--- config.mk ---
export PLATFORM = sky130hd
export DESIGN_NAME = operand_stack
export DESIGN_NICKNAME = d
export VERILOG_FILES = /design/src/rtl/operand_stack_pkg.sv /design/src/rtl/operand_stack_ram.sv /design/src/rtl/operand_stack.sv
export SDC_FILE = /design/constraint.sdc
export NUM_CORES = 1
export LEC_CHECK = 0
export ABC_AREA = 0
export BUFFER_PORTS_ARGS = -buffer_cell sky130_fd_sc_hd__buf_2
export CORE_UTILIZATION = 47
export CTS_CLUSTER_SIZE = 20
export DETAILED_ROUTE_END_ITERATION = 7
export PLACE_DENSITY = 0.69
export SLEW_MARGIN = 20
export SYNTH_ARGS = -nofsm -noshare
export SYNTH_HDL_FRONTEND = slang
export SYNTH_HIERARCHICAL = 1
export SYNTH_SLANG_ARGS = --single-unit
--- constraint.sdc ---
create_clock -name clk -period 6.2 [get_ports clk]
set_clock_uncertainty 0.2 [all_clocks]
set_input_delay 1.55 -clock clk [delete_from_list [all_inputs] [get_ports clk]]
set_output_delay 1.55 -clock clk [all_outputs]
set_load 0.1 [all_outputs]
--- src/rtl/operand_stack_pkg.sv ---
// Shared tinycpu datapath defines: ALU function codes and operand-stack commands.
// Also provides the command decoder used by the stack.
package operand_stack_pkg;

    localparam int unsigned OP_W  = 3;
    localparam int unsigned FN_W  = 3;

    // ALU function codes, held by control during the cycle the ALU result is consumed
    typedef enum logic [FN_W-1:0] {
        ALU_ADD  = 3'd0,
        ALU_SUB  = 3'd1,
        ALU_AND  = 3'd2,
        ALU_OR   = 3'd3,
        ALU_XOR  = 3'd4,
        ALU_NEG  = 3'd5,
        ALU_NOT  = 3'd6,
        ALU_PASS = 3'd7
    } alu_fn_t;

    // Operand stack commands; codes 5-7 are reserved and behave as SNOP
    typedef enum logic [OP_W-1:0] {
        SNOP  = 3'd0,
        SPUSH = 3'd1,
        SPOP  = 3'd2,
        SBIN  = 3'd3,
        SUNI  = 3'd4
    } stack_op_t;

    function automatic stack_op_t decode_op(input logic [OP_W-1:0] code);
        case (code)
            3'd1:    return SPUSH;
            3'd2:    return SPOP;
            3'd3:    return SBIN;
            3'd4:    return SUNI;
            default: return SNOP;
        endcase
    endfunction

endpackage

--- src/rtl/operand_stack_ram.sv ---
// Spill storage below the T/N registers: one synchronous write port,
// one asynchronous read port.
module stack_ram #(
    parameter int unsigned ENTRIES = 14,
    parameter int unsigned W       = 16,
    parameter int unsigned AW      = 4
) (
    input  logic          clk,
    input  logic          we,
    input  logic [AW-1:0] waddr,
    input  logic [W-1:0]  wdata,
    input  logic [AW-1:0] raddr,
    output logic [W-1:0]  rdata
);

    logic [W-1:0] mem [ENTRIES];

    always_ff @(posedge clk) begin
        if (we) begin
            mem[waddr] <= wdata;
        end
    end

    // Addresses past the last entry only occur when the read data is ignored
    assign rdata = (32'(raddr) < ENTRIES) ? mem[raddr] : '0;

endmodule

--- src/rtl/operand_stack.sv ---
// Evaluation stack feeding the ALU: T/N registers drive a/b directly,
// deeper entries live in the spill RAM. One command per clock.
module operand_stack
    import operand_stack_pkg::*;
#(
    parameter int unsigned DEPTH = 16,
    parameter int unsigned W     = 16
) (
    input  logic                    clk,
    input  logic                    reset,
    input  logic [OP_W-1:0]         op,
    input  logic [W-1:0]            din,
    input  logic [W-1:0]            s,
    output logic [W-1:0]            a,
    output logic [W-1:0]            b,
    output logic [$clog2(DEPTH):0]  count,
    output logic                    empty,
    output logic                    full,
    output logic                    err
);

    localparam int unsigned CW      = $clog2(DEPTH) + 1;
    localparam int unsigned AW      = $clog2(DEPTH);
    localparam int unsigned ENTRIES = DEPTH - 2;

    stack_op_t     cmd;
    logic [W-1:0]  t_nx;
    logic [W-1:0]  n_nx;
    logic [CW-1:0] cnt_nx;
    logic          err_nx;
    logic          ram_we;
    logic [AW-1:0] ram_waddr;
    logic [AW-1:0] ram_raddr;
    logic [W-1:0]  ram_rdata;
    logic          has_two;
    logic          has_three;
    logic          is_full;
    logic          is_empty;

    assign cmd       = decode_op(op);
    assign has_two   = (count >= CW'(2));
    assign has_three = (count >= CW'(3));
    assign is_full   = (count == CW'(DEPTH));
    assign is_empty  = (count == '0);

    // Write at sp = count-2; read at sp-1 = count-3 (only consumed when count >= 3)
    assign ram_waddr = AW'(count - CW'(2));
    assign ram_raddr = AW'(count - CW'(3));

    stack_ram #(
        .ENTRIES (ENTRIES),
        .W       (W),
        .AW      (AW)
    ) u_ram (
        .clk   (clk),
        .we    (ram_we),
        .waddr (ram_waddr),
        .wdata (b),
        .raddr (ram_raddr),
        .rdata (ram_rdata)
    );

    // Command decode: illegal commands set err and leave contents untouched
    always_comb begin
        t_nx   = a;
        n_nx   = b;
        cnt_nx = count;
        err_nx = err;
        ram_we = 1'b0;
        case (cmd)
            SPUSH: begin
                if (is_full) begin
                    err_nx = 1'b1;
                end else begin
                    ram_we = has_two;
                    n_nx   = a;
                    t_nx   = din;
                    cnt_nx = count + CW'(1);
                end
            end
            SPOP: begin
                if (is_empty) begin
                    err_nx = 1'b1;
                end else begin
                    t_nx   = b;
                    n_nx   = has_three ? ram_rdata : '0;
                    cnt_nx = count - CW'(1);
                end
            end
            SBIN: begin
                if (!has_two) begin
                    err_nx = 1'b1;
                end else begin
                    t_nx   = s;
                    n_nx   = has_three ? ram_rdata : '0;
                    cnt_nx = count - CW'(1);
                end
            end
            SUNI: begin
                if (is_empty) begin
                    err_nx = 1'b1;
                end else begin
                    t_nx = s;
                end
            end
            default: begin
            end
        endcase
    end

    always_ff @(posedge clk) begin
        if (reset) begin
            a     <= '0;
            b     <= '0;
            count <= '0;
            empty <= 1'b1;
            full  <= 1'b0;
            err   <= 1'b0;
        end else begin
            a     <= t_nx;
            b     <= n_nx;
            count <= cnt_nx;
            empty <= (cnt_nx == '0);
            full  <= (cnt_nx == CW'(DEPTH));
            err   <= err_nx;
        end
    end

endmodule
### Yosys cells after proc, flatten, opt, wreduce, memory -nomap -nowiden

Memories as Yosys holds them, arrays and structs flattened.
Index checks and enable logic that the tools add are counted.

| operators by class | value |
|---|---|
| add/subtract/negate cells | 4 |
| $lt $le $gt $ge | 3 |
| equal/unequal tests | 17 |
| muxes and demuxes | 24 |
| reduce and logical (&&, ||, !) cells | 9 |

Operators by type and width:

| operator | number |
|---|---|
| $mux 16 | 9 |
| $pmux 16 s4 | 1 |
| $pmux 16 s3 | 1 |
| $mux 5 | 3 |
| $pmux 5 s3 | 1 |
| $eq 3x2->1 const B | 4 |
| $ne 2x2->1 const B | 6 |
| $pmux 3 s4 | 1 |
| $eq 5x5->1 const B | 2 |
| $ge 5x2->1 const B | 2 |
| $logic_not 5->1 | 2 |
| $reduce_and 4->1 | 2 |
| $sub 4x2->4 const B | 2 |
| $mux 1 | 7 |
| $eq 3x1->1 const B | 2 |
| $eq 3x3->1 const B | 2 |
| $reduce_bool 3->1 | 2 |
| $add 5x1->5 const B | 1 |
| $reduce_and 5->1 | 1 |
| $sub 5x1->5 const B | 1 |
| $lt 4x4->1 const B | 1 |
| $reduce_bool 4->1 | 1 |
| $pmux 1 s3 | 1 |
| $ne 2x1->1 const B | 1 |
| $reduce_or 2->1 | 1 |

| word-level totals | value |
|---|---|
| flip-flop bits (word level) | 40 |
| RAM bits | 224 |
| word-level logic and storage cells | 64 |
| memories | 1 |

Memories:

| name | depth | bits a word | read ports | clocked after memory_dff | write ports | RTL line | text |
|---|---|---|---|---|---|---|---|
| u_ram.mem | 14 | 16 | 1 | 0 | 1 | operand_stack_ram.sv:16 | `logic [W-1:0] mem [ENTRIES];` |

### Longest topological paths before layout

Gate-level depths: netlist (run 1).

| logic depth | value |
|---|---|
| depth after elaboration | 6 |
| gate-level depth with buffers | 13 |
| depth with buffers taken out | 10 |

### Modules after synthesis

The synthesis (run 1) kept the hierarchy.

Modules (own cells, without submodules):

| module | times used | cells an instance | area each (µm²) | seq. area each (µm²) |
|---|---|---|---|---|
| stack_ram | 1 | 422 | 8735.9 | 6726.5 |
| operand_stack | 1 | 334 | 2815.2 | 800.8 |

### Worst setup path before layout (run 1)

Ideal clock, no wire load.

| timing path | value |
|---|---|
| path type | input-to-reg |
| start point | in op[2] |
| end point | mem u_ram.mem[0][0], enable pin |
| data arrival time | 4.363 ns |
| data required time | 5.591 ns |
| path slack | 1.228 ns |
| stages on the path | 8 |
| cells stage by stage | clkbuf_1 > inv_2 > clkbuf_1 > buf_1 > nand2_1 > a21oi_1 > or3b_2 > nor3_1 |

| on the way | value |
|---|---|
| cells in the longest elaborated chain, start to end | 6 |
| elaborated cells between the ends (all ways) | 9 |

RTL lines:

| item | RTL line | text |
|---|---|---|
| start: declaration | operand_stack.sv:11 | `input logic [OP_W-1:0] op,` |
| $eq 3x3->1, or another cell as far along | operand_stack_pkg.sv:30 | `case (code)` |
| $pmux 3 s4 * | operand_stack_pkg.sv:30 |  |
| $eq 3x1->1 * | operand_stack.sv:70 | `case (cmd)` |
| $mux 1 * | operand_stack.sv:70 |  |
| via ram_we | operand_stack.sv:31 | `logic ram_we;` |
| $mux 1 * | operand_stack_ram.sv:19 | `if (we) begin` |
| $mux 1 (implied by the code) * | operand_stack_ram.sv:20 | `mem[waddr] <= wdata;` |
| end: declaration | operand_stack_ram.sv:16 |  |

Mark *: on every way through the listed nets, which the timed path passes. The rest lies on a longest branch.

### Worst setup path in the final report (run 1)

| timing path | value |
|---|---|
| start point | reg count[0] |
| end point | mem u_ram.mem[3][15], enable pin |

| on the way | value |
|---|---|
| cells in the longest elaborated chain, start to end | 5 |
| elaborated cells between the ends (all ways) | 7 |

RTL lines:

| item | RTL line | text |
|---|---|---|
| start: declaration | operand_stack.sv:16 | `output logic [$clog2(DEPTH):0] count,` |
| start signal: assignment | operand_stack.sv:122 | `count <= cnt_nx;` |
| $ge 5x2->1 or $eq 5x5->1 (tied branches) | operand_stack.sv:41, operand_stack.sv:43 |  |
| $mux 1 * | operand_stack.sv:72 | `if (is_full) begin` |
| $mux 1 * | operand_stack.sv:70 |  |
| via ram_we | operand_stack.sv:31 |  |
| $mux 1 * | operand_stack_ram.sv:19 |  |
| $mux 1 (implied by the code) * | operand_stack_ram.sv:20 |  |

Marks and branches as above.

==> run_results.csv, run 1 <==
group,metric,value,unit
run_status,outcome,"completed",
layout,syn2layout_area_growth,12.9,%
grt,grtUsageTotal,20.9,%
grt,grt_max_degree,55,
floorplanning,num_rows,57,
critical_path,cp_max_fo,18,
layout,final_net_count,863,
drt,wl_per_cell,22.6,um
sta,hold_viol,0,
synthesis,synth_enable_flop_cells,224,
hold_path,hold_path_depth,2,
sta,maxSlewHeadroom,33.0,%
floorplanning,die_w,159,um
cts,numCtsBuffers,27,
sta,tns,0,ns
run,max_cap_viol_count,0,
sta,tightest_slew,1.00,ns
critical_path,rr_startpoint,"count[0]$_SDFF_PP0_",
floorplanning,floorplan.initialDensity,47.8,%
grt,grt_pass1_wl,40200,um
critical_path,critPathLaunch,"count[0]$_SDFF_PP0_",
floorplanning,die_y,159,um
placement,gp_congestion,0.784,
critical_path,max_stage_delay,0.73,ns
critical_path,cpLargestDelayFamily,"simple AND/OR/NAND/NOR gates",
cts,insertion_delay,0.53,ns
power,p_seq_share,46.1,%
drt,wl,26300,um
sta,max_freq,0.222,GHz
critical_path,critPathRequiredTime,6.15,ns
critical_path,endpoint_kind,"register",
grt,grt_pass1_vias,6674,
power,power,4470,uW
sta,fin_crit_sh,72.8,%
cts,postCtsHoldBufs,0,
cts,cts.repair.resized,0,
power,power_switching,1330,uW
synthesis,yosys_warnings,6,
layout,final_common_cell,"edfxtp_1",
layout,multi_input_area,0.00369,mm2
critical_path,startpoint_type,"register",
floorplanning,ios,77,
critical_path,path_depth,8,
drt,avgViaCountPerCell,6.08,
hold_path,worstHoldPathType,"register to register",
critical_path,crit_buf_inv,1,
power,combPwrFrac,19.6,%
drt,drc,0,
layout,regArea,0.00753,mm2
sta,fin_crit,4.51,ns
layout,mostFrequentLayoutCells,"edfxtp_1 (224), buf_2 (76), mux2i_1 (53)",
cts,cts_num_sinks,264,
power,irDropWorstVdd,0.206,mV
synthesis,synth.distinct_cells,60,
power,p_int,3150,uW
power,switching_share,29.7,%
critical_path,worstPathCellList,"clkinv_2 -> ha_2 -> and4bb_2 -> nor2_1 -> nand2_1 -> a21oi_1 -> or3b_2 -> nor2_2",
synthesis,netlist_area,0.0116,mm2
synthesis,synth_flop_cell,"edfxtp_1",
cts,htree_levels,1,
layout,drive_above_1_share,25.4,%
cts,clk_pin_slew,0.06,ns
cts,clockBufferDepth,3,
power,power.leakage,0.00459,uW
synthesis,syn_area_per_cell,15.3,um2
drt,dr.pass1.iters,5,
hold_path,hold_start,"err$_SDFFE_PP0P_",
drt,drtIter0Drc,666,
synthesis,ys_ff_latch,264,
synthesis,async_flop_share,0,%
critical_path,reg2regPathDepth,8,
drt,ant_nets,0,
placement,portBuffers,76,
cts,cts_tree,"yes",
critical_path,crit_arrival,4.46,ns
floorplanning,die_area,0.0252,mm2
sta,rsz0062_at_grt,"no",
layout,nFillCells,1892,
sta,slew_violations,0,
synthesis,synthCells,756,
synthesis,synth_top_area_share,58.2,%
drt,vias,7065,
floorplanning,core_area,0.0242,mm2
synthesis,synth.area.top_cells,"edfxtp_1 (58%), mux4_2 (8.0%), dfxtp_1 (6.9%)",
critical_path,cp_slowest_cell,"dfxtp_1",
layout,antennaDiodeCount,0,
critical_path,worst-setup-path-type,"register to register",
power,cellPowerDensity,343,mW/mm2
placement,hpwl,16700,um
synthesis,postSynthNetCount,801,
sta,setup_viol,0,
cts,cts_setup_buffers,0,
grt,antenna_found_initial,0,
cts,ctsRootBufferMaster,"clkbuf_16",
synthesis,yosys.area.top_type,"edfxtp_1",
power,power.share.clock,34.3,%
synthesis,ys_seq_area_share,65.2,%
grt,gr-total-overflow,0,
## logic make-up after synthesis
kind of cell	count (synthesis)	share of synthesized area (%)
muxes	101	13.4
adders and majority gates	8	0.867
DFF	264	65.2
xor gates and xnor gates	5	0.379
buffers and inverters	73	3.47
and+or+nand+nor	127	5.86
AOI/OAI and AO/OA	178	10.9
## worst reg2reg max path, cell delays in order (launching register included)
cell and delay [ns]:
dfxtp_1 0.73, clkinv_2 0.57, ha_2 0.41, and4bb_2 0.24, nor2_1 0.32, nand2_1 0.10
a21oi_1 0.28, or3b_2 0.58, nor2_2 0.72
## per-stage QoR
step / instance area (um2) / worst slack [ns] / hold WS, ns / utilization (%) / cells
5_1_grt: 13000 / 1.32 / 0.276 / 53.9 / 1162
4_1_cts: 13000 / 1.64 / 0.259 / 53.9 / 1162
3_3_place_gp: 12200 / 1.52 / 0.234 / 50.4 / 1113
3_5_place_dp: 12200 / 1.44 / 0.243 / 50.4 / 1113
6_report: 13000 / 1.69 / 0.254 / 53.9 / 1162
2_1_floorplan: 11600 / 1.23 / 0.529 / - / 756
## power groups by stage
stage	combinational [uW]	clock [uW]	sequential, uW
5_1_grt	931	1630	2070
2_1_floorplan	487	0	2270
3_5_place_dp	872	0	2100
6_report	878	1530	2060
3_3_place_gp	865	0	2100
4_1_cts	877	1550	2060
## layout make-up
cell class	instances	area share, %
flip-flops and latches	264	57.7
multi-input cells	419	28.3
clock buffers	33	5.36
repair buffers	96	4.07
well taps	324	3.11
clock inverters	16	1.10
inverters	10	0.298
## sequential cells by signal, summed over array words and instances (netlist names)
signal	count
a	16
u_ram/mem	224
full	1
empty	1
err	1
count	5
b	16
## final timing paths
path / to / slack, ns
worst max-delay path: u_ram/mem[3][15]$_DFFE_PP_ / 1.69
worst min-delay path: err$_SDFFE_PP0P_ / 0.25
worst max register to register: u_ram/mem[3][15]$_DFFE_PP_ / 1.69
worst min register to register: err$_SDFFE_PP0P_ / 0.25
## cells in the mapped netlist, drive strengths merged, types with 4 or more instances
cell    count
a21oi      27
a221o      16
a22oi      16
a311oi     17
buf        29
clkbuf     34
dfxtp      40
edfxtp    224
ha          8
inv        10
mux2        6
mux2i      53
mux4       42
nand2      29
nand2b      7
nand3       6
nor2       29
nor2b      12
nor3       11
o21ai      51
o221ai     33
o22ai       6
or3        17
xor2        4
## per-layer routing
| layer | up-vias | GRT usage [%] | part of all wire (%) |
|---|---|---|---|
| li1 | 3170 | - | - |
| met1 | 3525 | 32.2 | 46 |
| met2 | 334 | 31.0 | 44 |
| met3 | 36 | 2.85 | 8.0 |
| met4 | 0 | 5.69 | 1.9 |
| met5 | - | 0 | 0 |
Power figures use the tool's default switching activity.
==> inputs of run 2 (changes only) <==
==> constraint.sdc (replaced) <==
create_clock -name clk -period 4.3 [get_ports clk]
set_clock_uncertainty 0.2 [all_clocks]
set_input_delay 1.075 -clock clk [delete_from_list [all_inputs] [get_ports clk]]
set_output_delay 1.075 -clock clk [all_outputs]
set_load 0.1 [all_outputs]
==> run 2 against run 1 <==
  * Setup slack got worse by 0.66 ns
  * Final cell count increased by 2.0%
  * Utilization is 0.78 points higher
  * Die area unchanged
==> run_results.csv, run 2 (synthesis gave the netlist of run 1 again) <==
group,metric,value,unit
power,cellPowerDensity,491,mW/mm2
layout,antennaDiodeCount,0,
critical_path,worst-setup-path-type,"register to register",
drt,wl,26800,um
sta,holdWs,0.265,ns
drt,drc,0,
sta,maxSlewHeadroom,50.8,%
layout,nFillCells,1904,
critical_path,cpLargestDelayFamily,"simple AND/OR/NAND/NOR gates",
layout,largest_reg_flops,224,
critical_path,worstSetupEndpoint,"u_ram/mem[8][14]$_DFFE_PP_",
cts,cts.repair.resized,0,
placement,hpwl,17100,um
drt,dr.pass1.iters,5,
run,max_cap_viol_count,0,
sta,fin_crit,3.28,ns
floorplanning,core_area,0.0242,mm2
critical_path,path_depth,10,
drt,ant_nets,0,
sta,setup_viol,0,
run_status,outcome,"completed",
cts,clockBufferDepth,3,
grt,gr-total-overflow,0,
hold_path,hold_start,"err$_SDFFE_PP0P_",
grt,grt_max_degree,47,
critical_path,reg2regPathDepth,10,
drt,avgViaCountPerCell,6.10,
hold_path,worstHoldPathType,"register to register",
cts,cts_num_sinks,264,
placement,gp_congestion,0.796,
floorplanning,die_w,159,um
power,irDropWorstVdd,0.323,mV
layout,mostFrequentLayoutCells,"edfxtp_1 (224), buf_2 (76), mux2i_1 (53)",
critical_path,crit_buf_inv,3,
floorplanning,die_area,0.0252,mm2
grt,grt_pass1_vias,7077,
cts,numCtsBuffers,27,
grt,antenna_found_initial,0,
critical_path,cp_max_fo,14,
grt,grt_pass1_wl,41300,um
cts,insertion_delay,0.54,ns
critical_path,critPathLaunch,"count[0]$_SDFF_PP0_",
cts,postCtsHoldBufs,0,
sta,max_freq,0.305,GHz
critical_path,critPathRequiredTime,4.34,ns
critical_path,worstPathCellList,"clkinv_2 -> ha_2 -> and4bb_2 -> nor2_1 -> buf_4 -> nand2_1 -> a21oi_1 -> nand3b_1 -> nor3_2 -> buf_4",
sta,tns,0,ns
sta,slew_violations,0,
floorplanning,floorplan.initialDensity,47.8,%
drt,vias,7228,
cts,cts_tree,"yes",
critical_path,reg2reg_to,"u_ram/mem[8][14]$_DFFE_PP_",
cts,cts_setup_buffers,0,
critical_path,rr_startpoint,"count[0]$_SDFF_PP0_",
sta,hold_viol,0,
floorplanning,die_y,159,um
floorplanning,num_rows,57,
critical_path,r2r_slack,1.02,ns
sta,fin_crit_sh,76.2,%
grt,grtUsageTotal,21.4,%
drt,drtIter0Drc,575,
power,power.leakage,0.00471,uW
cts,ctsRootBufferMaster,"clkbuf_16",
sta,rsz0062_at_grt,"no",
critical_path,critPathMostFrequentCell,"buf_4",
critical_path,max_stage_delay,0.43,ns
cts,htree_levels,1,
layout,regMostFlops,"u_ram/mem",
layout,final_net_count,886,
drt,wl_per_cell,22.6,um
critical_path,crit_arrival,3.31,ns
critical_path,cp_slowest_cell,"nor3_2",
layout,reg_top3,"u_ram/mem (224), a (16), b (16)",
layout,syn2layout_area_growth,14.5,%
placement,portBuffers,76,
floorplanning,ios,77,
critical_path,startpoint_type,"register",
layout,drive_above_1_share,26.9,%
cts,clk_pin_slew,0.06,ns
layout,final_common_cell,"edfxtp_1",
critical_path,endpoint_kind,"register",
sta,tightest_slew,0.738,ns
==> run 2: worst min-delay path, delay by kind of cell (launching register included) <==
family / cells / cell delay, ns
buffers and inverters: 1 / 0.05
DFF: 1 / 0.32
AOI/OAI and AO/OA: 1 / 0.05
==> run 2: power by group <==
part	internal (uW)	total (uW)	switching, uW	leakage [uW]
Clock	1280	2230	948	0.000406
Combinational	421	1300	883	0.00191
Sequential	2860	2960	99.6	0.00239
==> run 2: cell type report <==
cell class / instances / area, um2 / share of cell area, %
Timing Repair Buffer: 119 / 716 / 5.41
Multi-Input combinational cell: 419 / 3690 / 27.9
Tap cell: 324 / 405 / 3.07
Inverter: 10 / 38.8 / 0.293
Clock buffer: 36 / 709 / 5.36
Clock inverter: 13 / 131 / 0.993
Sequential cell: 264 / 7530 / 56.9
==> run 2: through the flow <==
stage | instance area, um2 | util (%) | cells | setup slack [ns] | total power [uW]
6_report | 13200 | 54.7 | 1185 | 1.02 | 6500
2_1_floorplan | 11600 | - | 756 | 0.139 | 3970
5_1_grt | 13200 | 54.7 | 1185 | 0.765 | 6720
3_3_place_gp | 12400 | 51.2 | 1136 | 0.906 | 4300
3_5_place_dp | 12400 | 51.2 | 1136 | 0.867 | 4310
4_1_cts | 13200 | 54.7 | 1185 | 1.00 | 6520
==> run 2: worst min-delay path by stage <==
stage               slack [ns]                  end  cells after the start
CTS                       0.26     err$_SDFFE_PP0P_                      2
detailed placement        0.25     err$_SDFFE_PP0P_                      2
floorplan                 0.54  count[0]$_SDFF_PP0_                      3
global route              0.30     err$_SDFFE_PP0P_                      2
finish                    0.27     err$_SDFFE_PP0P_                      2
global placement          0.25     err$_SDFFE_PP0P_                      2
==> run 2: routing by layer <==
layer / global-route usage, % / up-vias / share of wire (%)
li1: - / 3220 / -
met1: 31.6 / 3609 / 44
met2: 32.5 / 357 / 45
met3: 3.81 / 42 / 9.2
met4: 5.65 / 0 / 1.8
met5: 0 / - / 0
==> inputs of run 3 (changes only) <==
==> constraint.sdc (replaced) <==
create_clock -name clk -period 3.35 [get_ports clk]
set_clock_uncertainty 0.2 [all_clocks]
set_input_delay 0.8375 -clock clk [delete_from_list [all_inputs] [get_ports clk]]
set_output_delay 0.8375 -clock clk [all_outputs]
set_load 0.1 [all_outputs]
==> run 3 against run 2 <==
  * Final cell count increased by 1.3%
  * Sequential share of layout area decreased by 0.95 points
  * Total power increased by 29%
  * Die area unchanged
  * Highest routed layer is now met5
  * Sequential power increased by 27%
  * Setup slack got worse by 0.66 ns
  * Hold slack got worse by 0.014 ns
  * Combinational power increased by 35%
  * First-iteration DRC count increased by 31%
==> run_results.csv, run 3 (synthesis gave the netlist of run 1 again) <==
group,metric,value,unit
grt,grt_most_used_layer,"met2",
power,p_int,5970,uW
floorplanning,die_w,159,um
layout,final_common_cell,"edfxtp_1",
power,combPwrFrac,20.9,%
cts,numCtsBuffers,25,
cts,insertion_delay,0.53,ns
layout,reg_top3,"u_ram/mem (224), a (16), b (16)",
power,power.leakage,0.00483,uW
placement,gp_congestion,0.852,
critical_path,startpoint_type,"register",
grt,grtUsageMet1,31.5,%
critical_path,worst-setup-path-type,"register to register",
grt,grt_pass1_wl,43700,um
drt,vias,7364,
critical_path,crit_arrival,3.22,ns
drt,drc,0,
grt,gr-total-overflow,0,
layout,utilization,55.7,%
sta,fin_crit,2.98,ns
sta,rsz0062_at_grt,"no",
placement,dp_worst_setup_slack,0.380,ns
grt,grt_pass1_vias,7220,
drt,avgViaCountPerCell,6.14,
sta,max_freq,0.335,GHz
power,switching_share,28.7,%
placement,hpwl,18000,um
power,p_seq_share,44.7,%
power,power_switching,2410,uW
sta,fin_ws,0.367,ns
layout,mostFrequentLayoutCells,"edfxtp_1 (224), buf_2 (76), buf_4 (54)",
drt,wl,29000,um
floorplanning,floorplan.initialDensity,47.8,%
placement,portBuffers,76,
cts,htree_levels,1,
hold_path,worstHoldPathType,"register to register",
cts,ctsRootBufferMaster,"clkbuf_16",
sta,tightest_slew,0.708,ns
sta,slew_violations,0,
power,power.share.clock,34.4,%
drt,drtIter0Drc,752,
floorplanning,die_area,0.0252,mm2
cts,clk_pin_slew,0.06,ns
cts,clockBufferDepth,3,
critical_path,endpoint_kind,"register",
grt,grtUsageTotal,23.0,%
cts,cts_setup_buffers,0,
cts,cts_num_sinks,264,
power,cellPowerDensity,623,mW/mm2
sta,hold_viol,0,
critical_path,r2r_slack,0.37,ns
sta,setup_viol,0,
drt,wl_per_cell,24.2,um
hold_path,whs_endpoint,"err$_SDFFE_PP0P_",
grt,use_met2,36.6,%
hold_path,hold_path_depth,2,
layout,regMostFlops,"u_ram/mem",
sta,fin_crit_sh,89.1,%
layout,nFillCells,1909,
grt,grt_util_met3,4.65,%
critical_path,rr_startpoint,"count[2]$_SDFF_PP0_",
grt,grt_max_degree,57,
layout,drive_above_1_share,29.0,%
cts,cts.repair.resized,0,
cts,cts_tree,"yes",
grt,antenna_found_initial,2,
power,irDropWorstVdd,0.479,mV
critical_path,critPathRequiredTime,3.59,ns
layout,syn2layout_area_growth,16.5,%
floorplanning,die_y,159,um
floorplanning,ios,77,
critical_path,reg2reg_to,"b[8]$_SDFFE_PP0P_",
sta,maxSlewHeadroom,52.8,%
power,power,8380,uW
critical_path,reg2regPathDepth,10,
floorplanning,core_area,0.0242,mm2
run_status,outcome,"completed",
drt,ant_nets,0,
drt,dr.pass1.iters,5,
floorplanning,num_rows,57,
hold_path,hold_start,"err$_SDFFE_PP0P_",
critical_path,cp_max_fo,10,
sta,tns,0,ns
layout,largest_reg_flops,224,
cts,postCtsHoldBufs,0,
layout,final_net_count,901,
run,max_cap_viol_count,0,
[run 3: worst max-delay path, stage by stage (launching register included)]
cell      delay (ns)
dfxtp_2         0.32
inv_1           0.09
ha_1            0.22
a21oi_1         0.34
xor2_4          0.33
buf_4           0.26
nand2b_1        0.34
o22ai_1         0.17
o31ai_1         0.27
a22oi_1         0.11
a311oi_1        0.26
[run 3: power by group through the flow]
stage               sequential [uW]  clock [uW]  combinational (uW)
detailed placement             3820           0                1740
global route                   3750        3040                1850
finish                         3750        2880                1750
CTS                            3750        2920                1740
floorplan                      4200           0                 908
global placement               3820           0                1720
[run 3: stage by stage]
stage | hold WS [ns] | cells | instance area, um2
after floorplan | 0.455 | 756 | 11600
after global placement | 0.235 | 1153 | 12600
after detailed placement | 0.244 | 1153 | 12600
after CTS | 0.254 | 1199 | 13500
after global routing | 0.289 | 1199 | 13500
final | 0.251 | 1200 | 13500
[run 3: final cells by class]
| type | instances | area [um2] | share of cell area (%) |
|---|---|---|---|
| Sequential cell | 264 | 7530 | 56.0 |
| Antenna cell | 1 | 2.50 | 0.0186 |
| Timing Repair Buffer | 136 | 906 | 6.73 |
| Inverter | 10 | 38.8 | 0.288 |
| Clock inverter | 9 | 124 | 0.920 |
| Multi-Input combinational cell | 419 | 3730 | 27.7 |
| Tap cell | 324 | 405 | 3.01 |
| Clock buffer | 37 | 721 | 5.36 |
[run 3: worst max-delay path by stage]
stage	to	cells after the start	slack (ns)	from
after floorplan	u_ram/mem[0][0]$_DFFE_PP_	8	0.04	op[2]
after global placement	b[12]$_SDFFE_PP0P_	10	0.40	count[2]$_SDFF_PP0_
after detailed placement	b[8]$_SDFFE_PP0P_	10	0.38	count[2]$_SDFF_PP0_
after CTS	b[1]$_SDFFE_PP0P_	10	0.34	count[2]$_SDFF_PP0_
after global routing	b[8]$_SDFFE_PP0P_	10	0.16	count[2]$_SDFF_PP0_
final	b[8]$_SDFFE_PP0P_	10	0.37	count[2]$_SDFF_PP0_
[run 3: metal layers]
metal / wire, um / up-vias
li1: - / 3246
met1: 11800 / 3671
met2: 13500 / 390
met3: 2910 / 55
met4: 746 / 2
met5: 13 / -
